File: src/rtl/nonce_collector_pkg.sv
// Shared types and helpers for the nonce collector.
// Transmit FSM encoding, busy timeout and drop counter arithmetic.
package nonce_collector_pkg;

  localparam int WORD_W = 32;

  typedef enum logic [1:0] {
    IDLE,
    SEND,
    WAIT_BUSY,
    WAIT_IDLE
  } tx_state_t;

  // last WAIT_BUSY cycle index before giving up on busy
  localparam logic [1:0] BUSY_TIMEOUT = 2'd3;

  function automatic logic [7:0] sat_add(
    input logic [7:0] a,
    input logic [4:0] b
  );
    logic [8:0] s;
    s = {1'b0, a} + {4'b0, b};
    return s[8] ? 8'hFF : s[7:0];
  endfunction

endpackage

File: src/rtl/nonce_collector_if.sv
// Link between the collector and the serial transmitter.
// The collector drives word and start pulse; the transmitter reports busy.
interface nonce_collector_if;
  import nonce_collector_pkg::*;

  logic [WORD_W-1:0] golden_nonce;
  logic              serial_send;
  logic              serial_busy;

  modport master (
    output golden_nonce,
    output serial_send,
    input  serial_busy
  );

  modport slave (
    input  golden_nonce,
    input  serial_send,
    output serial_busy
  );
endinterface

File: src/rtl/nonce_fifo.sv
// 32-bit nonce FIFO with wrap-bit pointers.
// Simultaneous push and pop is legal even when full.
module nonce_fifo
  import nonce_collector_pkg::*;
#(
  parameter int DEPTH = 8,
  localparam int AW = $clog2(DEPTH)
) (
  input  logic              clk,
  input  logic              reset,
  input  logic              push,
  input  logic              pop,
  input  logic [WORD_W-1:0] din,
  output logic [WORD_W-1:0] dout,
  output logic              full,
  output logic              empty,
  output logic [AW:0]       count
);

  logic [WORD_W-1:0] mem [DEPTH];
  logic [AW:0] wptr;
  logic [AW:0] rptr;
  logic do_push;
  logic do_pop;

  assign empty = (wptr == rptr);
  assign full = (wptr[AW-1:0] == rptr[AW-1:0]) &&
                (wptr[AW] != rptr[AW]);
  assign count = wptr - rptr;
  assign dout = mem[rptr[AW-1:0]];

  assign do_pop = pop && !empty;
  assign do_push = push && (!full || do_pop);

  always_ff @(posedge clk) begin
    if (!reset) begin
      wptr <= '0;
      rptr <= '0;
    end else begin
      if (do_push) wptr <= wptr + 1'b1;
      if (do_pop) rptr <= rptr + 1'b1;
    end
  end

  always_ff @(posedge clk) begin
    if (do_push) mem[wptr[AW-1:0]] <= din;
  end

endmodule

File: src/rtl/nonce_collector.sv
// Gathers nonces from all slaves and serialises them to the UART.
// Edge capture, round-robin arbiter, FIFO and transmit handshake FSM.
module nonce_collector
  import nonce_collector_pkg::*;
#(
  parameter int SLAVES = 3,
  parameter int DEPTH = 8,
  localparam int AW = $clog2(DEPTH),
  localparam int SW = (SLAVES > 1) ? $clog2(SLAVES) : 1
) (
  input  logic                     uart_clk,
  input  logic                     reset,
  input  logic [SLAVES-1:0]        new_nonces,
  input  logic [SLAVES*WORD_W-1:0] slave_nonces,
  nonce_collector_if.master        tx,
  output logic [AW:0]              pending,
  output logic [7:0]               dropped
);

  logic [SLAVES-1:0] prev;
  logic [SLAVES-1:0] rise;
  logic [SLAVES-1:0] hold_v;
  logic [SLAVES-1:0] drop;
  logic [WORD_W-1:0] hold [SLAVES];
  logic [SW-1:0] start;
  logic [SW-1:0] gnt;
  logic gnt_v;
  logic [4:0] ndrop;
  int idx;

  logic push;
  logic pop;
  logic full;
  logic empty;
  logic [WORD_W-1:0] head;

  tx_state_t state;
  tx_state_t state_n;
  logic [1:0] wait_cnt;
  logic [WORD_W-1:0] golden_q;
  logic send;
  logic [7:0] drop_cnt;

  assign rise = new_nonces & ~prev;
  assign pop = (state == IDLE) && !empty && !tx.serial_busy;
  assign push = gnt_v;

  always_comb begin
    gnt_v = 1'b0;
    gnt = '0;
    idx = 0;
    if (!full || pop) begin
      for (int k = 0; k < SLAVES; k++) begin
        idx = int'(start) + k;
        if (idx >= SLAVES) idx = idx - SLAVES;
        if (!gnt_v && hold_v[idx]) begin
          gnt_v = 1'b1;
          gnt = SW'(idx);
        end
      end
    end
  end

  // a drain of the same slave this cycle makes room, so no loss
  always_comb begin
    drop = '0;
    ndrop = '0;
    for (int i = 0; i < SLAVES; i++) begin
      drop[i] = rise[i] && hold_v[i] &&
                !(gnt_v && gnt == SW'(i));
      ndrop = ndrop + 5'(drop[i]);
    end
  end

  always_ff @(posedge uart_clk) begin
    if (!reset) begin
      prev <= '0;
      hold_v <= '0;
      start <= '0;
      drop_cnt <= '0;
    end else begin
      prev <= new_nonces;
      drop_cnt <= sat_add(drop_cnt, ndrop);
      if (gnt_v) begin
        hold_v[gnt] <= 1'b0;
        start <= (gnt == SW'(SLAVES - 1)) ? '0 : gnt + 1'b1;
      end
      for (int i = 0; i < SLAVES; i++) begin
        if (rise[i]) hold_v[i] <= 1'b1;
      end
    end
  end

  always_ff @(posedge uart_clk) begin
    for (int i = 0; i < SLAVES; i++) begin
      if (rise[i]) hold[i] <= slave_nonces[i*WORD_W +: WORD_W];
    end
  end

  nonce_fifo #(
    .DEPTH(DEPTH)
  ) u_fifo (
    .clk(uart_clk),
    .reset(reset),
    .push(push),
    .pop(pop),
    .din(hold[gnt]),
    .dout(head),
    .full(full),
    .empty(empty),
    .count(pending)
  );

  always_ff @(posedge uart_clk) begin
    if (!reset) begin
      state <= IDLE;
      wait_cnt <= '0;
      golden_q <= '0;
    end else begin
      state <= state_n;
      if (pop) golden_q <= head;
      if (state == WAIT_BUSY) wait_cnt <= wait_cnt + 1'b1;
      else wait_cnt <= '0;
    end
  end

  always_comb begin
    state_n = state;
    send = 1'b0;
    unique case (state)
      IDLE: begin
        if (pop) state_n = SEND;
      end
      SEND: begin
        send = 1'b1;
        state_n = WAIT_BUSY;
      end
      WAIT_BUSY: begin
        if (tx.serial_busy || wait_cnt == BUSY_TIMEOUT)
          state_n = WAIT_IDLE;
      end
      WAIT_IDLE: begin
        if (!tx.serial_busy) state_n = IDLE;
      end
      default: state_n = IDLE;
    endcase
  end

  assign tx.golden_nonce = golden_q;
  assign tx.serial_send = send;
  assign dropped = drop_cnt;

endmodule

File: src/flat_wrapper.sv
// flat-port wrapper written by rule: the top's interface ports become plain ports
module nonce_collector_flat import nonce_collector_pkg::*;
#(
  parameter int SLAVES = 3,
  parameter int DEPTH = 8,
  localparam int AW = $clog2(DEPTH),
  localparam int SW = (SLAVES > 1) ? $clog2(SLAVES) : 1
)
  (uart_clk, reset, new_nonces, slave_nonces, pending, dropped, tx_golden_nonce, tx_serial_send, tx_serial_busy);
  nonce_collector_if tx_i ();
  input  logic uart_clk;
  input  logic reset;
  input  logic [SLAVES-1:0] new_nonces;
  input  logic [SLAVES*WORD_W-1:0] slave_nonces;
  output logic [AW:0] pending;
  output logic [7:0] dropped;
  output wire logic [$bits(tx_i.golden_nonce)-1:0] tx_golden_nonce;
  output wire logic [$bits(tx_i.serial_send)-1:0] tx_serial_send;
  input wire logic [$bits(tx_i.serial_busy)-1:0] tx_serial_busy;
  assign tx_golden_nonce = tx_i.golden_nonce;
  assign tx_serial_send = tx_i.serial_send;
  assign tx_i.serial_busy = tx_serial_busy;
  nonce_collector #(.SLAVES(SLAVES), .DEPTH(DEPTH)) u_core (.uart_clk(uart_clk), .reset(reset), .new_nonces(new_nonces), .slave_nonces(slave_nonces), .tx(tx_i), .pending(pending), .dropped(dropped));
endmodule
File: config.mk
export PLATFORM = sky130hd
export DESIGN_NAME = nonce_collector_flat
export DESIGN_NICKNAME = d
export VERILOG_FILES = /design/src/rtl/nonce_collector_pkg.sv /design/src/rtl/nonce_collector_if.sv /design/src/rtl/nonce_fifo.sv /design/src/rtl/nonce_collector.sv /design/src/flat_wrapper.sv
export SDC_FILE = /design/constraint.sdc
export NUM_CORES = 1
export LEC_CHECK = 0
export BUFFER_PORTS_ARGS = -buffer_cell sky130_fd_sc_hd__buf_2
export CORE_MARGIN = 1
export CORE_UTILIZATION = 31
export CTS_CLUSTER_SIZE = 10
export DETAILED_ROUTE_END_ITERATION = 7
export GPL_TIMING_DRIVEN = 0
export PLACE_DENSITY_LB_ADDON = 0.05
export SETUP_SLACK_MARGIN = 0.1
export SLEW_MARGIN = 15
export SYNTH_ARGS = -nofsm -noshare
export SYNTH_HDL_FRONTEND = slang
export SYNTH_SLANG_ARGS = --single-unit
File: constraint.sdc
create_clock -name uart_clk -period 7.7 [get_ports uart_clk]
set_input_delay 0 -clock uart_clk [delete_from_list [all_inputs] [get_ports uart_clk]]
set_output_delay 0 -clock uart_clk [all_outputs]
set_load 0.03 [all_outputs]
* Word-level counts from Yosys, hierarchy flattened
Memories as Yosys holds them, arrays and structs flattened. A register that Yosys moved wholly into a read port is not among the register bits. Cells that the tools add are included.
Storage, ports and cells: register bits 28, bits in latches 0, RAM bits 352, memory bits (read-only) 0, input bits 102, output and inout bits 45, word-level logic and storage cells 131, memories kept 2
Memory list:
- u_core.u_fifo.mem | words 8, width 32, read ports 1, clocked after Yosys merged registers in 1, wr ports 1, line nonce_fifo.sv:20 | logic [WORD_W-1:0] mem [DEPTH];
- u_core.hold | words 3, width 32, read ports 1, clocked after Yosys merged registers in 0, wr ports 3, line nonce_collector.sv:24 | logic [WORD_W-1:0] hold [SLAVES];
Operators by class: $add $sub $neg 13, multiply operators 0, div/mod/pow operators 0, order comparisons 8, eq/ne operators 12, shift-type cells 0, mux-type cells 46, bitwise operators 4, reductions and logical operators 36
Operators with widths (count):
- 32-bit two-way mux | 6
- 32-bit by 4-bit < comparator with 1-bit output (second input constant) | 3
- 32-bit by 3-bit >= comparator with 1-bit output (second input constant) | 2
- 32-bit by 3-bit subtractor with 32-bit output (second input constant) | 2
- 1-bit two-way mux | 25
- 1-bit logical AND | 17
- 2-bit two-way mux | 8
- 8-bit by 5-bit adder with 9-bit output | 1
- 1-bit logical NOT | 9
- 4-bit by 1-bit adder with 4-bit output (second input constant) | 2
- 2-bit equality test (second input constant) | 4
- 8-bit two-way mux | 1
- 2-bit case mux with 4 select lines | 1
- 3-bit AND | 2
- 1-bit binary-select mux with 2-bit select | 3
- 3-bit inverter | 2
- 2-bit nonzero test | 3
- 5-bit by 1-bit adder with 5-bit output | 1
- 2-bit by 1-bit adder with 2-bit output (second input constant) | 2
- 2-bit by 1-bit equality test with 1-bit output (second input constant) | 2
- 4-bit equality test | 1
- 2-bit logical NOT | 2
- 2-bit inequality test (second input constant) | 2
- 4-bit subtractor | 1
- 15 further kinds | 17

* Depth between registers and ports, before layout
word-level depth 27, depth in mapped cells 20, mapped depth without buffers 17

* Modules after synthesis
A second synthesis with hierarchy kept.
Second synthesis, totals: cell total of the unflattened synthesis 975, area total of the unflattened synthesis 16761.1 sq um
By module, submodules not included:
- nonce_fifo | instances 1, cells an instance 446, area an instance 10407.5 sq um, seq. area each 7907.6 sq um
- nonce_collector | instances 1, cells an instance 529, area an instance 6353.6 sq um, seq. area each 3923.8 sq um

* Worst setup path before layout
No wires, ideal clock.
kind reg2reg, start register u_core.u_fifo.rptr[1], end memory u_core.u_fifo.mem[6][0] (enable), setup time 0.468 ns, arrival 4.752 ns, required time 7.232 ns, setup slack 2.481 ns, cell stages (with the launch flop) 11, path buffers 3, clock period less this slack 5.219 ns, path through dfxtp_1 -> clkbuf_1 -> clkinv_1 -> clkbuf_1 -> ha_1 -> and3_1 -> and3_1 -> a31o_2 -> buf_2 -> or2_2 -> nor3b_1
Between the ends: longest elaborated chain between the ends 9, elaborated cells between the ends (all ways) 14, classes of those cells eq/ne (2); mux (3); reduce/logical (9)
Ends and longest elaborated chain:
- start, declared | line nonce_fifo.sv:22 | logic [AW:0] rptr;
- start signal, assigned | line nonce_fifo.sv:41 | if (do_pop) rptr <= rptr + 1'b1;
- 4-bit equality test | line nonce_fifo.sv:26 | assign empty = (wptr == rptr);
- 1-bit logical NOT | line nonce_fifo.sv:32, nonce_collector.sv:45
- 1-bit logical AND (2 in series) | line nonce_collector.sv:45 | assign pop = (state == IDLE) && !empty && !tx.serial_busy;
- 1-bit logical OR or 1-bit logical AND (tied branches) | line nonce_collector.sv:52, nonce_fifo.sv:32
- 1-bit two-way mux or 1-bit logical OR (tied branches) | line nonce_collector.sv:52, nonce_fifo.sv:33
- 1-bit logical AND (*) | line nonce_fifo.sv:33 | assign do_push = push && (!full || do_pop);
- 1-bit two-way mux (*) | line nonce_fifo.sv:46 | if (do_push) mem[wptr[AW-1:0]] <= din;
- 1-bit two-way mux (implied by the code) (*) | line nonce_fifo.sv:46
- end, declared | line nonce_fifo.sv:20
Mark *: on every way between the ends. The rest lies on a longest branch, timed or not.

* Worst setup path after layout
start register u_core.u_fifo.rptr[1], end register u_core.drop_cnt[1] (netlist: u_core.dropped[1])
Between the ends: longest elaborated chain between the ends 14, elaborated cells between the ends (all ways) 26, classes of those cells add/sub (3); eq/ne (4); mux (3); reduce/logical (16)
Ends and longest elaborated chain:
- 4-bit equality test | line nonce_fifo.sv:26
- 1-bit logical NOT | line nonce_collector.sv:45
- 1-bit logical AND (2 in series) | line nonce_collector.sv:45
- 1-bit logical OR (*) | line nonce_collector.sv:52 | if (!full || pop) begin
- 2-bit two-way mux | line nonce_collector.sv:52
- 2-bit by 1-bit equality test with 1-bit output or 2-bit logical NOT (tied branches) | line nonce_collector.sv:70 | !(gnt_v && gnt == SW'(i));
- 1-bit logical AND | line nonce_collector.sv:70
- 1-bit logical NOT | line nonce_collector.sv:70
- 1-bit logical AND | line nonce_collector.sv:69 | drop[i] = rise[i] && hold_v[i] &&
- 1-bit by 1-bit adder with 2-bit output | line nonce_collector.sv:71 | ndrop = ndrop + 5'(drop[i]);
- 5-bit by 1-bit adder with 5-bit output (*) | line nonce_collector.sv:71
- 8-bit by 5-bit adder with 9-bit output (*) | line nonce_collector_pkg.sv:22 | s = {1'b0, a} + {4'b0, b};
- 8-bit two-way mux (*) | line nonce_collector_pkg.sv:23 | return s[8] ? 8'hFF : s[7:0];
- end signal, assigned | line nonce_collector.sv:83 | drop_cnt <= sat_add(drop_cnt, ndrop);
- end, declared | line nonce_collector.sv:42 | logic [7:0] drop_cnt;
Marked as above. A chain may end at the register's enable or synchronous reset.

==> flow_summary_export.csv <==
group,metric,value,unit
setup_path,ff2ff_path_depth,19,
yosys,ys_types,56,
timing,fin_skew,17.44,ps
setup_path,critPathKind,"reg2reg",
timing,finalHoldViolCount,0,
detailed_routing,via_per_inst,4.628,
timing,min_period_over_period,72.93,%
clock_network,clk_pin_slew,50,ps
global_route,antenna_found_initial,1,
global_route,top_usage_layer,"met2",
worst_hold_path,min_path_type,"in2reg",
yosys,synth_compound_area_share,7.033,%
global_route,met1_usage,21.62,%
yosys,synth_area_leaders,"edfxtp_1 (66%), mux4_2 (9.0%), dfxtp_1 (7.5%), a311oi_1 (1.9%), a22o_1 (1.8%)",
detailed_routing,drtPass1Iterations,6,
timing,worstMarginPinSlew,869.8,ps
yosys,synth_xor_area_share,0.7692,%
detailed_routing,final_antenna_net_count,0,
global_route,grt_pass1_vias,9735,
floorplan,io_pins,147,
placed_design,placed_area,0.01792,mm²
final_layout,final_cell_count_no_fill,1941,
clock_network,cts_buffers,48,
global_route,grt_pass1_wl,62190,µm
setup_path,end_kind,"flip-flop",
placed_design,dp.cells,1751,
clock_network,cts_resized,0,
yosys,async_flop_share,0,%
setup_path,crit_path_max_fanout,10,
yosys,synth_edf_count,352,
floorplan,die_x,228.8,µm
yosys,syn_inst,900,
timing,fmax,178.1,MHz
pwr,p_sw,0.002659,W
pwr,cell_internal_pwr,0.005355,W
pwr,p_leak,7.310,nW
setup_path,crit_arrival,6080,ps
detailed_routing,drt_wl_total,41050,µm
pwr,finalPower,0.008013,W
clock_network,cts.sinks,412,
clock_network,clk_path_buf_depth,3,
final_layout,synthToLayoutAreaGrowth,27.73,%
yosys,yosys_warnings,0,
setup_path,worstSetupStartpointType,"flip-flop",
timing,setup_violations,0,
yosys,synthFlopType,"edfxtp_1",
floorplan,fp.dieH,228.8,µm
pwr,seq_power_share,41.8,%
placed_design,dp_hpwl,28400,µm
timing,period_minus_slack,5616,ps
global_route,grt-ovfl-total,0,
detailed_routing,wire_per_inst,21.15,µm
pwr,power-per-cell-area,393.6,mW/mm²
yosys,syn_nets,1026,
yosys,synth-seq-cells,412,
yosys,muxShareOfSynthArea,9.356,%
yosys,yosys.area_share.simple,4.929,%
setup_path,required,8160,ps
clock_network,clk_latency,580,ps
final_layout,design_area,0.02036,mm²
placed_design,numPortBuffers,145,
yosys,ys_seq_area_share,73.85,%
floorplan,fp.dieArea,0.05233,mm²
yosys,synth_top_area_share,66.31,%
timing,relSlewSlack,42.01,%
timing,rsz0062_at_grt,"no",
yosys,synth_top_family_by_area,"multiplexers",
global_route,grt_usage,16.10,%
yosys,syn_avg_cell_area,17.71,µm²
clock_network,ctsRootBufferMaster,"clkbuf_16",
global_route,grt_max_degree,30,
yosys,synth_fa_ha_area_share,2.025,%
pwr,swShare,33.18,%
global_route,gr-usage-met2,26.59,%
yosys,netlist_area,0.01594,mm²
placed_design,gp_congestion,0.7400,
global_route,grt_util_met3,3.056,%
timing,fin_tns_setup,0,ps
setup_path,reg2reg_slack,2080,ps
detailed_routing,vias,8982,
detailed_routing,drt_iter0_drc,457,
final_layout,nNetsFinal,1356,
clock_network,cts_tree,"done",
pwr,ir_drop,156.8,µV
worst_hold_path,holdPathStages,2,
detailed_routing,drc,0,
status,status,"finished, final reports clean",
pwr,combPwrFrac,32.2,%
timing,slew_viol_final,0,
clock_network,htreeDepth,2,
pwr,p_clk_share,26.0,%
floorplan,core_area,0.05048,mm²
floorplan,std_cell_rows,82,
final_layout,fin_util,40.34,%
yosys,yosysTopAreaCell,"edfxtp_1",
run,maxCapViolCount,0,
floorplan,initial_core_util,31.58,%
final_layout,drive_gt1_share,26.74,%
==> area by class of cell <==
| class | instances | area [µm²] |
|---|---|---|
| antenna | 1 | 2.502 |
| buffer | 49 | 265.3 |
| clock buffer | 84 | 1399 |
| clock inverter | 4 | 28.78 |
| fill | 4697 | 30120 |
| inverter | 16 | 60.06 |
| multi-input combinational | 423 | 3895 |
| sequential | 412 | 11770 |
| tap | 672 | 840.8 |
| timing repair buffer | 280 | 2098 |
==> synthesized netlist by cell type, types with 5 or more instances <==
cell / count
a21o_1: 35
a21oi_1: 15
a22o_1: 33
a311oi_1: 34
and2_1: 6
buf_2: 14
buf_6: 8
clkbuf_1: 22
dfxtp_1: 60
edfxtp_1: 352
ha_1: 21
inv_1: 12
mux2i_1: 5
mux4_2: 64
nand2_1: 72
nand2b_1: 8
nor2_1: 55
nor2b_1: 6
nor3_1: 7
o21a_1: 5
xnor2_1: 11
==> flip-flops by register name (all words and copies together) (netlist names) <==
register	flops
u_core.u_fifo.wptr	4
u_core.hold	96
u_core.state	2
u_core.wait_cnt	2
u_core.u_fifo.rptr	4
u_core.hold_v	3
u_core.dropped	8
u_core.tx.golden_nonce	32
u_core.prev	3
u_core.u_fifo.mem	256
u_core.start	2
==> per-layer routing <==
layer | routed length, µm | vias to the layer above
met4 | 816 | 0
met5 | 0 | -
met1 | 19080 | 4530
met3 | 1484 | 56
li1 | - | 4225
met2 | 19670 | 171
==> power groups by stage <==
stage / logic [W] / registers, W / clock network (W)
floorplan: 0.00148 / 0.00352 / 0
global placement: 0.00251 / 0.00344 / 0
detailed placement: 0.00261 / 0.00341 / 0
CTS: 0.00265 / 0.00336 / 0.00215
global route: 0.00283 / 0.00340 / 0.00224
finish: 0.00258 / 0.00335 / 0.00208
==> critical path, cell delays in order, from the launching register on <==
cell and delay [ps]:
dfxtp_1 380, clkbuf_1 380, clkinv_1 460, clkbuf_1 420, ha_1 410, and3_1 220
and3_1 240, a31oi_1 60, o21a_1 110, buf_4 180, buf_2 230, o311a_1 400
fa_1 500, ha_1 220, fa_1 410, a21oi_1 160, nor2b_1 80, and2_1 200
and4_1 240, o21a_1 170
==> cells by family after synthesis <==
| kind of cell | Yosys count |
|---|---|
| flops | 412 |
| simple gates | 175 |
| compound gates | 141 |
| mux | 69 |
| buf+inv | 65 |
| fa+ha+maj | 24 |
| xor+xnor | 14 |
==> through the flow <==
step,hold slack [ps],setup WS (ps)
6_report,122.6,2084
5_1_grt,102.8,1768
4_1_cts,85.93,1977
3_5_place_dp,178.1,2003
3_3_place_gp,176.1,-1234
2_1_floorplan,98.87,2481
==> worst paths after layout <==
check / start / end
worst max-delay path: u_core.u_fifo.rptr[1] / u_core.dropped[1]
worst max register to register: u_core.u_fifo.rptr[1] / u_core.dropped[1]
worst min register to register: u_core.wait_cnt[0] / u_core.wait_cnt[0]
worst min-delay path: slave_nonces[44] / u_core.hold[1][12]
==> repair_timing <==
item / 4_1_cts / 5_1_grt
hold buffers: 101 / 0
endpoints found under the hold margin: 123 / 0
buffers inserted: 0 / 0
==> cells in the final DEF, fill, tap and decap left out, types with 35 or more instances in the layout <==
cell type        n
clkbuf_16       50
a21o_1          35
edfxtp_1       352
nand2_1         72
clkbuf_1        54
dlygate4sd3_1  101
nor2_1          54
dfxtp_1         60
buf_2          159
mux4_2          64
Note: power is estimated with default switching activity, not from simulation.
